$ cat src/rtl/color_seq_pkg.sv
// Shared types and constants for the WS2812 palette sequencer.
package color_seq_pkg;

    typedef enum logic [1:0] {
        IDLE = 2'd0,
        HOLD = 2'd1,
        FADE = 2'd2,
        DONE = 2'd3
    } state_e;

    typedef struct packed {
        logic [7:0] r;
        logic [7:0] g;
        logic [7:0] b;
    } rgb8_t;

    localparam int N_DEFAULT = 5;

    localparam rgb8_t DEFAULT_PALETTE [N_DEFAULT] = '{
        '{r: 8'hFF, g: 8'hFF, b: 8'hFF},
        '{r: 8'h00, g: 8'h00, b: 8'hFF},
        '{r: 8'h00, g: 8'h00, b: 8'h00},
        '{r: 8'hFF, g: 8'h00, b: 8'h00},
        '{r: 8'hFF, g: 8'hFF, b: 8'h00}
    };

    // Entries beyond the built-in table come up black.
    function automatic rgb8_t default_rgb(input int i);
        case (i)
            0:       return DEFAULT_PALETTE[0];
            1:       return DEFAULT_PALETTE[1];
            2:       return DEFAULT_PALETTE[2];
            3:       return DEFAULT_PALETTE[3];
            4:       return DEFAULT_PALETTE[4];
            default: return '0;
        endcase
    endfunction

endpackage

$ cat src/rtl/color_lerp.sv
// One-channel linear blend: out = a + ((b - a) * step) >>> STEP_BITS.
module color_lerp #(
    parameter int CW        = 8,
    parameter int STEP_BITS = 5
) (
    input  logic [CW-1:0]        a_i,
    input  logic [CW-1:0]        b_i,
    input  logic [STEP_BITS-1:0] step_i,
    output logic [CW-1:0]        out_o
);
    localparam int PW = CW + STEP_BITS + 1;

    logic signed [CW:0]   diff;
    logic signed [PW-1:0] prod;

    assign diff = $signed({1'b0, b_i}) - $signed({1'b0, a_i});
    assign prod = PW'(diff) * PW'($signed({1'b0, step_i}));

    // Floor shift keeps the result between a and b, so truncation is safe.
    assign out_o = CW'($signed({{(STEP_BITS + 1){1'b0}}, a_i}) + (prod >>> STEP_BITS));

endmodule

$ cat src/rtl/color_sequencer.sv
// Palette sequencer: holds each entry for HOLD_FRAMES frames, then fades to the next,
// emitting one RGB frame per valid/ready handshake.
module color_sequencer
    import color_seq_pkg::*;
#(
    parameter int N_COLORS    = 5,
    parameter int CW          = 8,
    parameter int STEP_BITS   = 5,
    parameter int HOLD_FRAMES = 16
) (
    input  logic                        clk,
    input  logic                        rst_n,
    input  logic                        start,
    input  logic                        stop,
    input  logic                        one_shot,
    input  logic                        pal_we,
    input  logic [$clog2(N_COLORS)-1:0] pal_addr,
    input  logic [3*CW-1:0]             pal_wdata,
    output logic [3*CW-1:0]             pix_rgb,
    output logic                        pix_valid,
    input  logic                        pix_ready,
    output logic [$clog2(N_COLORS)-1:0] cur_index,
    output logic                        busy,
    output logic                        done
);
    localparam int IW = $clog2(N_COLORS);
    localparam int HW = $clog2(HOLD_FRAMES + 1);
    localparam logic [IW-1:0] LAST_IDX  = IW'(N_COLORS - 1);
    localparam logic [HW-1:0] LAST_HOLD = HW'(HOLD_FRAMES - 1);

    state_e                 state_q, state_d;
    logic [IW-1:0]          idx_q, idx_d;
    logic [HW-1:0]          hold_q, hold_d;
    logic [STEP_BITS-1:0]   step_q, step_d;
    logic                   one_shot_q, one_shot_d;
    logic [3*CW-1:0]        rgb_q, rgb_d;
    logic                   valid_q;
    logic                   done_q;
    logic                   load;
    logic                   accept;
    logic [3*CW-1:0]        palette_q [N_COLORS];
    logic [3*CW-1:0]        blend;

    function automatic logic [IW-1:0] next_idx(input logic [IW-1:0] i);
        return (i == LAST_IDX) ? '0 : i + 1'b1;
    endfunction

    function automatic logic [3*CW-1:0] expand(input rgb8_t c);
        return {{CW{|c.r}}, {CW{|c.g}}, {CW{|c.b}}};
    endfunction

    assign accept = valid_q && pix_ready;

    always_comb begin
        state_d    = state_q;
        idx_d      = idx_q;
        hold_d     = hold_q;
        step_d     = step_q;
        one_shot_d = one_shot_q;
        load       = 1'b0;
        unique case (state_q)
            IDLE, DONE: begin
                if (start) begin
                    state_d    = HOLD;
                    idx_d      = '0;
                    hold_d     = '0;
                    step_d     = '0;
                    one_shot_d = one_shot;
                    load       = 1'b1;
                end
            end
            HOLD: begin
                if (accept) begin
                    if (hold_q == LAST_HOLD) begin
                        if (one_shot_q && idx_q == LAST_IDX) begin
                            state_d = DONE;
                        end else begin
                            state_d = FADE;
                            step_d  = STEP_BITS'(1);
                            load    = 1'b1;
                        end
                    end else begin
                        hold_d = hold_q + 1'b1;
                        load   = 1'b1;
                    end
                end
            end
            FADE: begin
                if (accept) begin
                    load = 1'b1;
                    if (step_q == {STEP_BITS{1'b1}}) begin
                        state_d = HOLD;
                        idx_d   = next_idx(idx_q);
                        hold_d  = '0;
                        step_d  = '0;
                    end else begin
                        step_d = step_q + 1'b1;
                    end
                end
            end
            default: state_d = IDLE;
        endcase
        if (stop) begin
            state_d = IDLE;
            idx_d   = '0;
            load    = 1'b0;
        end
    end

    // Next frame is built from the post-transition index/step and the current palette.
    for (genvar ch = 0; ch < 3; ch++) begin : g_lerp
        color_lerp #(.CW(CW), .STEP_BITS(STEP_BITS)) u_lerp (
            .a_i   (palette_q[idx_d][ch*CW +: CW]),
            .b_i   (palette_q[next_idx(idx_d)][ch*CW +: CW]),
            .step_i(step_d),
            .out_o (blend[ch*CW +: CW])
        );
    end

    assign rgb_d = (state_d == FADE) ? blend : palette_q[idx_d];

    always_ff @(posedge clk or negedge rst_n) begin
        if (!rst_n) begin
            state_q    <= IDLE;
            idx_q      <= '0;
            hold_q     <= '0;
            step_q     <= '0;
            one_shot_q <= 1'b0;
            rgb_q      <= '0;
            valid_q    <= 1'b0;
            done_q     <= 1'b0;
        end else begin
            state_q    <= state_d;
            idx_q      <= idx_d;
            hold_q     <= hold_d;
            step_q     <= step_d;
            one_shot_q <= one_shot_d;
            valid_q    <= (state_d == HOLD) || (state_d == FADE);
            done_q     <= (state_d == DONE);
            if (stop) begin
                rgb_q <= '0;
            end else if (load) begin
                rgb_q <= rgb_d;
            end
        end
    end

    always_ff @(posedge clk or negedge rst_n) begin
        if (!rst_n) begin
            for (int i = 0; i < N_COLORS; i++) begin
                palette_q[i] <= expand(default_rgb(i));
            end
        end else if (pal_we && (32'(pal_addr) < N_COLORS)) begin
            palette_q[pal_addr] <= pal_wdata;
        end
    end

    assign pix_rgb   = rgb_q;
    assign pix_valid = valid_q;
    assign busy      = valid_q;
    assign done      = done_q;
    assign cur_index = idx_q;

endmodule
$ cat config.mk
export PLATFORM = sky130hd
export DESIGN_NAME = color_sequencer
export DESIGN_NICKNAME = d
export VERILOG_FILES = /design/src/rtl/color_seq_pkg.sv /design/src/rtl/color_lerp.sv /design/src/rtl/color_sequencer.sv
export SDC_FILE = /design/constraint.sdc
export NUM_CORES = 1
export LEC_CHECK = 0
export BUFFER_PORTS_ARGS = -buffer_cell sky130_fd_sc_hd__buf_2
export CORE_MARGIN = 5
export CORE_UTILIZATION = 55
export DETAILED_ROUTE_END_ITERATION = 7
export GPL_ROUTABILITY_DRIVEN = 1
export PLACE_DENSITY = 0.72
export SYNTH_ARGS = -nofsm -noshare
export SYNTH_HDL_FRONTEND = slang
export SYNTH_SLANG_ARGS = --single-unit
export TNS_END_PERCENT = 10
$ cat constraint.sdc
create_clock -name clk -period 18.46 [get_ports clk]
set_clock_uncertainty 0.15 [all_clocks]
set_input_delay 5.538 -clock clk [delete_from_list [all_inputs] [get_ports clk]]
set_output_delay 5.538 -clock clk [all_outputs]
set_load 0.02 [all_outputs]
# After elaboration in Yosys (flattened, before gate mapping)
# Index checks and enable logic that the tools add are counted.
# word_totals
input_bits,34
reg_bits,162
out_inout_bits,30
word_cells,106
# op_classes
bitwise,3
n_mul,3
eq_ne,15
add_sub_neg,10
magnitude_cmp,5
muxes,47
reduce_logical,10
# op_table
operator,count
$mux 24,8
$bmux 24 s3,2
$bwmux 120,1
$demux 24 s3,1
$mux 5,11
$mul 9x6->13,3
$pmux 5 s3,2
$sub 8x8->9,3
$add 8x8->8,3
$mux 3,6
$ge 4x4->1 const B,3
$mux 2,6
$not 3->4,3
$add 5x1->5 const B,2
$ne 2x2->1 const B,5
$eq 2x2->1 const B,4
$mux 1,7
$add 3x1->3 const B,2
$eq 3x3->1 const B,2
$pmux 2 s3,1
$pmux 3 s2,1
$eq 5x4->1 const B,1
$eq 5x5->1 const B,1
$reduce_and 5->1,1
other kinds (10),14

# Depth between registers and ports, before layout
# Gate-level depths: netlist (run 1).
# logic_depth
ltp_word,18
ltp_mapped,48
depth_no_buf,46

# Cells and area by module
# From an unflattened synthesis (run 1), not the netlist that was laid out.
# hier_totals
cells_unflattened,1586
area_unflattened_um2,15133.3
# modules_own_cells
mod,area_per_inst_um2,seq_area_each_um2,n_inst,cells_each
color_sequencer,9251.4,4124.0,1,887
color_lerp (g_lerp[1].u_lerp ...),1945.6,0.0,2,233
color_lerp (g_lerp[0].u_lerp),1990.7,0.0,1,233

# Worst setup path before layout (run 1)
# Ideal clock, no wire load.
# synth_timing
path_kind,input-to-reg
from,in start
to,reg rgb_q[15] (netlist: pix_rgb[15])
setup_ns,0.133
required_ns,18.177
setup_slack_ns,3.982
path_buffers,5
arrival_time_ns,14.195
cell_stages,42
cell_sequence,nor2b_1 > clkbuf_2 > a211o_1 > a22oi_1 > nor2_2 > clkbuf_1 > ha_1 > clkbuf_1 > clkbuf_1 > clkbuf_1 > o21ai_0 > o211a_1 > ha_1 > nor2b_1 > o21ai_0 > nand2b_1 > a21o_1 > a21o_1 > [... 6 more ...] > fa_1 > inv_1 > fa_1 > inv_1 > ha_1 > nand3_1 > or3_1 > nor2b_1 > nor2b_1 > o21bai_1 > xor2_1 > ha_1 > o41ai_1 > xnor2_1 > and3_1 > or3_1 > o211ai_1 > o211ai_2
# synth_via
elab_chain_cells,15
word_cells_on_any_way,30
classes_between,add/sub (3); mul (1); eq/ne (2); mux (21); bitwise (2); reduce/logical (1)
# synth_rtl
element,line,source
from (decl),color_sequencer.sv:13,"input logic start,"
$mux 3 *,color_sequencer.sv:63,if (start) begin
$pmux 3 s2 *,color_sequencer.sv:61,unique case (state_q)
$mux 3 *,color_sequencer.sv:103,if (stop) begin
via idx_d[1],color_sequencer.sv:32,"logic [IW-1:0] idx_q, idx_d;"
$add 3x1->3 / $eq 3x3->1 (equally long branches),color_sequencer.sv:45,return (i == LAST_IDX) ? '0 : i + 1'b1;
$mux 3,color_sequencer.sv:45,
$not 3->4 (not written as such),color_sequencer.sv:114,".b_i (palette_q[next_idx(idx_d)][ch*CW +: CW]),"
$bmux 24 s3,color_sequencer.sv:114,
$mux 24 (2 in series),-,
$sub 8x8->9,color_lerp.sv:16,"assign diff = $signed({1'b0, b_i}) - $signed({1'b0, a_i});"
$mul 9x6->13,color_lerp.sv:17,"assign prod = PW'(diff) * PW'($signed({1'b0, step_i}));"
$add 8x8->8,color_lerp.sv:20,"assign out_o = CW'($signed({{(STEP_BITS + 1){1'b0}}, a_i}) + (prod >>> STEP_BITS));"
$mux 24 *,color_sequencer.sv:120,assign rgb_d = (state_d == FADE) ? blend : palette_q[idx_d];
$mux 24 *,color_sequencer.sv:142,end else if (load) begin
$mux 24 *,color_sequencer.sv:140,if (stop) begin
to (signal assigned),color_sequencer.sv:143,rgb_q <= rgb_d;
to (decl),color_sequencer.sv:36,"logic [3*CW-1:0] rgb_q, rgb_d;"
# Mark *: on every way through the listed nets, which the timed path passes. The rest lies on a longest branch. The select of a mux whose other input is x is not followed.
# A chain may end at the register's enable or synchronous reset.

# Final worst setup path (run 1)
# layout_timing
from,in start
to,reg rgb_q[7] (netlist: pix_rgb[7])
# layout_via
elab_chain_cells,15
word_cells_on_any_way,30
classes_between,add/sub (3); mul (1); eq/ne (2); mux (21); bitwise (2); reduce/logical (1)
# layout_rtl
element,line
$mux 3,color_sequencer.sv:63
$pmux 3 s2,color_sequencer.sv:61
$mux 3,color_sequencer.sv:103
$add 3x1->3 / $eq 3x3->1 (equally long branches),color_sequencer.sv:45
$mux 3,color_sequencer.sv:45
$not 3->4 (not written as such),color_sequencer.sv:114
$bmux 24 s3,color_sequencer.sv:114
$mux 24 (2 in series),-
$sub 8x8->9,color_lerp.sv:16
$mul 9x6->13,color_lerp.sv:17
$add 8x8->8,color_lerp.sv:20
$mux 24,color_sequencer.sv:120
$mux 24,color_sequencer.sv:142
$mux 24,color_sequencer.sv:140
# Several ways; a longest one is shown, not always the timed one. The select of a mux whose other input is x is not followed.

==> results.yml, run 1 <==
timing:
  fin_tns_setup_ns: 0
  hold_viol_final: 0
  maxSlewHeadroom_pct: 35.7
  max_freq_ghz: 0.0643
  rsz0062_at_grt: "no"
  tightestPinTransition_ns: 0.965
  fin_ws_ns: 2.90
  period_needed_ns: 15.56
  report.final.slew_viol_count: 0
  timing.final.crit_share_pct: 84.3
  setup_viol: 0
grt:
  globalRouteTotalUtil_pct: 24.8
  antenna_found_initial: 0
  grt_pass1_vias: 11400
  grt_pass1_wl_microns: 58900
  overflow: 0
  grt_max_degree: 87
worst_hold_path:
  hold_path.class: "reg -> reg"
cts:
  cts_buffers: 17
  cts_tree: "built"
  h-tree-depth: 4
  clkLatencyLatePin_ns: 0.45
  cts_hold_buffers: 0
  cts_sinks: 162
  cts_resized: 0
  cts.path.max_buffers: 2
  clk_pin_slew_ns: 0.08
  post_cts_buffers: 0
  cts_root_buffer: "clkbuf_16"
drt:
  ant_nets: 0
  dr.pass1.iters: 5
  drc_errors: 0
  totalWireLength_microns: 35300
  viasPerCell: 5.96
  wl_per_cell_microns: 18.9
  initialDrtViolationCount: 843
  vias: 11200
floorplanning:
  chipHeight_microns: 172
  start_util_pct: 55.7
  rows: 59
  ios: 64
  chipWidth_microns: 172
  core_area_sq_um: 25900
  die_area_sq_um: 29600
synthesis:
  ys_ff_latch: 162
  synth_area_sq_um: 14400
  async_reset_ff_share_pct: 100
  synth_cell_types: 79
  seq_area_frac_synth_pct: 28.6
  syn_area_per_cell_sq_um: 9.70
  yosysTopAreaCellShare_pct: 18.4
  yosys.area.top_type: "dfrtp_1"
  syn_nets: 1714
  synth_edf_count: 0
  ys.flop_type: "dfrtp_1"
  syn-instance-count: 1488
  yosys_warnings: 0
  synthTopCellsByArea: "dfrtp_1 18%, fa_1 11%, dfstp_2 10%"
power_and_ir_drop:
  leakage_nw: 7.30
  power.total_w: 0.00129
  ir_drop_mv: 0.0646
  pwr_density_cell_nw_per_um2: 82.4
setup_path:
  end_kind: "flop"
  critPathArrivalTime_ns: 15.74
  cp_slowest_cell: "or3_1"
  cp_max_fo: 34
  critPathKind: "in -> reg"
  critPathLaunchType: "input pin"
  slowest_delay_ns: 0.87
  crit_required_ns: 18.65
placement:
  dpl_worst_slack_ns: 2.55
  portBuffers: 63
  place_hpwl_microns: 25800
  dp_cells: 1839
  gp_congestion: 0.864
cells_and_area:
  fin_nets: 1749
  final_cell_mix: "175 x nor2_1, 173 x inv_1, 121 x mux2_2"
  stdcell_count: 1871
  layout-drive-gt1-share_pct: 23.8
  fillCellCount: 2133
  final_common_cell: "nor2_1"
  antenna_cells: 0
  area_growth_pct: 8.72
run_status:
  outcome: "finished clean"
job:
  cap_violations: 0
==> stage by stage <==
stage / hold WS (ns) / area (sq um) / utilization, %
floorplan: 0.321 / 14400 / -
global placement: 0.337 / 15100 / 58.2
detailed placement: 0.338 / 15100 / 58.2
CTS: 0.355 / 15700 / 60.5
global route: 0.383 / 15700 / 60.5
finish: 0.352 / 15700 / 60.5
==> power by group <==
part           switching [W]  internal, W  leakage, nW
combinational       0.000250     0.000179         5.09
clock               0.000175     0.000194        0.286
sequential         0.0000532     0.000441         1.92
total               0.000478     0.000814         7.30
==> cell type report <==
type / instances / area, sq um / share of cell area (%)
Timing Repair Buffer: 85 / 487 / 3.10
Inverter: 174 / 653 / 4.16
Clock buffer: 18 / 429 / 2.74
Clock inverter: 14 / 169 / 1.08
Multi-Input combinational cell: 1083 / 9410 / 60.0
Sequential cell: 162 / 4120 / 26.3
Tap cell: 335 / 419 / 2.67
==> worst max-delay path, delay by kind of cell <==
kind	cells	cell delay (ns)
buffers and inverters	3	0.22
and+or+nand+nor	14	3.00
adders and majority gates	8	3.38
AOI/OAI and AO/OA	9	2.35
xor gates and xnor gates	4	1.23
==> cells by family (layout without fill, tap and decap cells) <==
family                     Yosys count  count (layout)  synth area share (%)
AOI/OAI and AO/OA                  294             294                  13.4
and+or+nand+nor                    366             366                  12.0
DFF                                162             162                  28.6
xor gates and xnor gates            65              65                  4.09
adders and majority gates          192             192                  20.7
muxes                              166             166                  14.6
buffers and inverters              243             291                  6.59
==> synthesized netlist by cell type, drive strengths merged, types with 7 or more instances <==
cell type / instances
or2: 17
mux2i: 21
ha: 114
nor3: 24
mux2: 121
o21a: 9
and3: 9
or3: 7
nand2: 55
a211oi: 19
buf: 17
dfrtp: 106
a22oi: 27
a21oi: 85
o21ai: 72
fa: 78
mux4: 24
inv: 174
a21o: 17
xor2: 14
clkbuf: 52
nor2: 177
nand3: 11
xnor2: 50
dfstp: 56
nand2b: 22
nor2b: 13
o211ai: 21
==> routing by layer <==
metal  share of wire, %  vias up  GRT usage (%)  wire length, microns
li1                   -     5177              -                     -
met1                 46     5591           35.4                 16100
met2                 47      333           39.9                 16700
met3                5.5       51           3.98                  1950
met4                1.7        0           6.36                   595
met5                  0        -              0                     0
==> registers in the layout (all words and copies together) (netlist names) <==
register,flops
palette_q,120
one_shot_q,1
cur_index,3
pix_rgb,24
done,1
step_q,5
busy,1
state_q,2
hold_q,5
==> final timing paths <==
check	startpoint	end	slack, ns	depth (start not counted)
setup / recovery	start	pix_rgb[7]	2.90	38
hold / removal	one_shot_q	one_shot_q	0.35	1
setup reg to reg	state_q[0]	pix_rgb[7]	6.98	39
hold reg to reg	one_shot_q	one_shot_q	0.35	1
max in group asynchronous	rst_n	palette_q[30]	11.65	2
min in group asynchronous	rst_n	palette_q[67]	5.01	1
Note: power is estimated with default switching activity, not from simulation.
==> inputs of run 2 (changes only) <==
- PLACE_DENSITY: 0.72 -> 0.75
- clock period: 18.46 -> 12.65 ns (I/O delays scaled with it)
==> run 2 against run 1 <==
First-iteration DRC count grew 1.3%. Power grew 51%. Worst setup slack lost 2.5 ns. Sequential share of layout area shrank 0.84 points. Hold slack gained 0.013 ns. Global-route usage grew 0.29 points. Die area is the same. Clock power grew 44%.
==> results.yml, run 2 (same netlist as run 1, synthesis figures left out) <==
floorplanning:
  core_area_sq_um: 25900
  ios: 64
  chipHeight_microns: 172
  start_util_pct: 55.7
  rows: 59
  chipWidth_microns: 172
  die_area_sq_um: 29600
cells_and_area:
  largest-register: "palette_q"
  largest_reg_flops: 120
  area_growth_pct: 12.3
  final_cell_mix: "173 x nor2_1, 173 x inv_1, 121 x mux2_2"
  layout-drive-gt1-share_pct: 27.4
  multi_input_area_sq_um: 9560
  final-seq-area_sq_um: 4120
  antenna_cells: 0
  design_area_sq_um: 16200
  fin_nets: 1791
  fillCellCount: 2091
grt:
  grt_max_degree: 86
  grt_pass1_vias: 11600
  grt_pass1_wl_microns: 59500
  overflow: 0
  globalRouteTotalUtil_pct: 25.1
  antenna_found_initial: 0
power_and_ir_drop:
  pwr_density_cell_nw_per_um2: 120
  power.total_w: 0.00195
  leakage_nw: 7.57
  ir_drop_mv: 0.0953
setup_path:
  cp_top_family: "compound AO/OA/AOI/OAI gates"
  rrSetupSlack_ns: 2.72
  slowest_delay_ns: 0.55
  startpoint: "pix_ready"
  r2r_start: "step_q[0]"
  critPathKind: "in -> reg"
  cp_slowest_cell: "fa_1"
  critical_path_buf_inv_count: 6
  crit_required_ns: 12.88
  critPathLaunchType: "input pin"
  cp_max_fo: 22
  critPathArrivalTime_ns: 12.48
  path_common_cell: "a21o_1"
  end_kind: "flop"
run_status:
  outcome: "finished clean"
timing:
  timing.final.crit_share_pct: 96.8
  maxSlewHeadroom_pct: 34.6
  rsz0062_at_grt: "yes"
  tightestPinTransition_ns: 0.981
  report.final.slew_viol_count: 0
  hold_viol_final: 0
  setup_viol: 0
  max_freq_ghz: 0.0816
  period_needed_ns: 12.25
placement:
  gp_congestion: 0.911
  portBuffers: 63
  placed_area_sq_um: 15400
  place_hpwl_microns: 26500
drt:
  totalWireLength_microns: 36200
  vias: 11400
  viasPerCell: 5.97
  drc_errors: 0
  wl_per_cell_microns: 18.9
  ant_nets: 0
  dr.pass1.iters: 5
  initialDrtViolationCount: 854
cts:
  h-tree-depth: 4
  clkLatencyLatePin_ns: 0.44
  cts_tree: "built"
  cts.path.max_buffers: 2
  cts_root_buffer: "clkbuf_16"
  cts_hold_buffers: 0
  cts_buffers: 17
  cts_sinks: 162
  clk_pin_slew_ns: 0.09
job:
  cap_violations: 0
worst_hold_path:
  hp-start: "one_shot_q"
  hold_path.class: "reg -> reg"
run 2: cell types whose count changed in the layout (fill, tap and decap cells not counted), moves of 3 or more:
cell and delta:
buf_4 +36, o21ai_0 -7, o21ai_1 +7, buf_12 +4
xnor2_1 -4, xnor2_2 +4, a21oi_1 -3, ha_1 -3
ha_2 +3
run 2: stage by stage:
stage	TNS, ns	setup WS (ns)	util, %	hold WS, ns	instances
after floorplan	0	0.0127	-	0.321	1488
after global placement	0	0.0178	59.6	0.338	1880
after detailed placement	-0.511	-0.383	59.6	0.345	1880
after CTS	0	0.0419	61.9	0.363	1912
after global routing	-0.132	-0.0770	62.6	0.372	1913
final	0	0.401	62.6	0.365	1913
run 2: worst paths after layout:
kind | to | depth (start not counted)
worst min register to register | one_shot_q | 1
max in group asynchronous | pix_rgb[9] | 2
worst min-delay path | one_shot_q | 1
worst max register to register | pix_rgb[23] | 46
min in group asynchronous | palette_q[67] | 1
worst max-delay path | pix_rgb[23] | 44
run 2: report_power, final:
part	switching, W	internal [W]	total [W]	leakage [nW]
sequential	0.0000818	0.000644	0.000726	1.92
combinational	0.000381	0.000316	0.000697	5.37
clock	0.000260	0.000271	0.000531	0.286
total	0.000723	0.00123	0.00195	7.57
run 2: timing repair:
| action | CTS | global route |
|---|---|---|
| setup endpoints to repair | 0 | 3 |
| gates resized for setup | 0 | 38 |
| setup buffers | 0 | 1 |
run 2: final cells by class:
type | instances | area share (%)
Clock buffer | 18 | 2.71
Sequential cell | 162 | 25.4
Clock inverter | 14 | 0.957
Inverter | 174 | 4.03
Tap cell | 335 | 2.59
Timing Repair Buffer | 127 | 5.30
Multi-Input combinational cell | 1083 | 59.0
run 2: worst register-to-register path, delay by kind of cell, from the launching register on:
family	cells	cell delay [ns]
xor gates and xnor gates	3	0.44
AOI/OAI and AO/OA	15	2.94
adders and majority gates	9	3.25
buffers and inverters	5	0.62
DFF	1	0.45
and+or+nand+nor	14	2.03
run 2: metal layers:
metal	vias up	global-route usage (%)	part of all wire, %
met3	52	4.41	6.3
met5	-	0	0
met4	0	8.10	2.0
met2	368	41.1	48
li1	5262	-	-
met1	5736	34.2	44
==> inputs of run 3 (changes only) <==
- CORE_UTILIZATION: 55 -> 40
- PLACE_DENSITY: 0.75 -> unset
==> run 3 against run 2 <==
Final area increased by 3.2%. Worst setup slack improved by 0.016 ns. Clock power increased by 7.2%. Fmax increased by 0.13%. Critical path depth decreased by 5. Critical endpoint is now pix_rgb[15]. Largest power group unchanged. Sequential power decreased by 1%.
==> results.yml, run 3 (same netlist as run 1, synthesis figures left out) <==
timing:
  tightestPinTransition_ns: 1.02
  timing.final.crit_share_pct: 96.7
  maxSlewHeadroom_pct: 32.1
  setup_viol: 0
  hold_viol_final: 0
  report.final.slew_viol_count: 0
  max_freq_ghz: 0.0818
  period_needed_ns: 12.23
  rsz0062_at_grt: "yes"
setup_path:
  end_kind: "flop"
  crit_required_ns: 12.82
  cp_max_fo: 10
  critPathKind: "in -> reg"
  path_common_cell: "buf_4"
  slowest_delay_ns: 0.53
  critPathArrivalTime_ns: 12.40
  cp_slowest_cell: "fa_1"
  critPathLaunchType: "input pin"
grt:
  grt_max_degree: 113
  use_met1_pct: 27.1
  grt_pass1_wl_microns: 63400
  grt_pass1_vias: 12000
  overflow: 0
  antenna_found_initial: 0
  busiest_layer: "met2"
  globalRouteTotalUtil_pct: 19.8
  grt.met3_usage_pct: 2.90
  use_met2_pct: 33.2
cells_and_area:
  final_cell_mix: "175 x nor2_1, 173 x inv_1, 121 x mux2_2"
  fin_nets: 1842
  design_area_sq_um: 16700
  layout-drive-gt1-share_pct: 28.7
  antenna_cells: 0
  post-route-util_pct: 47.0
  largest_reg_flops: 120
  final_common_cell: "nor2_1"
  largest-register: "palette_q"
  area_growth_pct: 15.9
floorplanning:
  die_area_sq_um: 40000
  chipHeight_microns: 200
  chipWidth_microns: 200
  start_util_pct: 40.6
  core_area_sq_um: 35600
  rows: 69
  ios: 64
placement:
  gp_congestion: 0.866
  placed_area_sq_um: 16000
  portBuffers: 63
  place_hpwl_microns: 28600
power_and_ir_drop:
  combPwrFrac_pct: 35.7
  p_seq_share_pct: 35.9
  net-switching-power_w: 0.000694
  ir_drop_mv: 0.0942
  pwr_density_cell_nw_per_um2: 120
  pwr-share-clk_pct: 28.4
  p_sw_share_pct: 34.6
  power.internal_w: 0.00131
  leakage_nw: 7.83
drt:
  ant_nets: 0
  drc_errors: 0
  vias: 11400
  initialDrtViolationCount: 571
  viasPerCell: 5.43
  totalWireLength_microns: 38000
  wl_per_cell_microns: 18.2
  dr.pass1.iters: 5
cts:
  clk_pin_slew_ns: 0.07
  clkLatencyLatePin_ns: 0.44
  cts.path.max_buffers: 2
  h-tree-depth: 4
  cts_root_buffer: "clkbuf_16"
  cts_buffers: 17
  cts_tree: "built"
  cts_sinks: 162
worst_hold_path:
  hold_path.class: "reg -> reg"
run_status:
  outcome: "finished clean"
job:
  cap_violations: 0
-- run 3: changes by cell type in the layout (fill, tap and decap cells not counted), moves of 3 or more --
| cell | delta |
|---|---|
| a21oi_1 | +3 |
| xnor2_2 | -4 |
| xnor2_1 | +4 |
| inv_8 | -3 |
| bufinv_16 | +3 |
| a21oi_2 | -3 |
| buf_4 | +51 |
-- run 3: through the flow --
stage | cells | setup WS [ns] | hold WS [ns] | setup TNS [ns] | total power (W)
final | 2090 | 0.418 | 0.354 | 0 | 0.00200
after global routing | 2090 | -0.00548 | 0.375 | -0.00548 | 0.00212
after CTS | 2087 | 0.264 | 0.359 | 0 | 0.00201
after detailed placement | 2055 | -0.229 | 0.346 | -0.451 | 0.00143
after global placement | 2055 | -0.0179 | 0.335 | -0.0179 | 0.00141
after floorplan | 1488 | 0.0127 | 0.321 | 0 | 0.00115
-- run 3: timing repair --
item / CTS / global route
endpoints found under the hold margin: 0 / 0
endpoints found under the setup margin: 0 / 3
hold buffers: 0 / 0
setup buffers: 0 / 2
gates resized for setup: 0 / 17
-- run 3: final cells by class --
type | count | area [sq um]
fillers | 3342 | 18800
inverters | 174 | 653
repair buffers | 178 | 1260
flip-flops and latches | 162 | 4120
clock buffers | 18 | 439
multi-input cells | 1083 | 9470
well taps | 461 | 577
clock inverters | 14 | 194
-- run 3: worst max-delay path, delay by kind of cell --
| kind | cells | cell delay [ns] |
|---|---|---|
| adder cells (fa/ha/maj) | 6 | 2.30 |
| XOR/XNOR | 3 | 0.65 |
| AND/OR/NAND/NOR | 10 | 2.22 |
| buffers and inverters | 8 | 1.12 |
| AO/OA/AOI/OAI | 12 | 2.29 |
-- run 3: power by group through the flow --
stage / clock (W) / sequential [W] / combinational (W)
floorplan: 0 / 0.000710 / 0.000437
global placement: 0 / 0.000722 / 0.000693
detailed placement: 0 / 0.000727 / 0.000706
CTS: 0.000578 / 0.000718 / 0.000711
global route: 0.000601 / 0.000734 / 0.000789
finish: 0.000569 / 0.000719 / 0.000715
-- run 3: path summary, 6_finish.rpt --
check                                endpoint  slack, ns  cells after the start  startpoint
worst max-delay path              pix_rgb[15]       0.42                     39   pix_ready
worst min-delay path               one_shot_q       0.35                      1  one_shot_q
worst max register to register    pix_rgb[15]       2.70                     41   step_q[0]
worst min register to register     one_shot_q       0.35                      1  one_shot_q
max in group asynchronous          pix_rgb[6]       7.74                      2       rst_n
min in group asynchronous       palette_q[69]       3.36                      1       rst_n
-- run 3: metal layers --
layer / routed length (microns) / share of wire (%)
met3: 1570 / 4.1
met4: 634 / 1.7
met1: 17300 / 46
met2: 18500 / 49
met5: 0 / 0
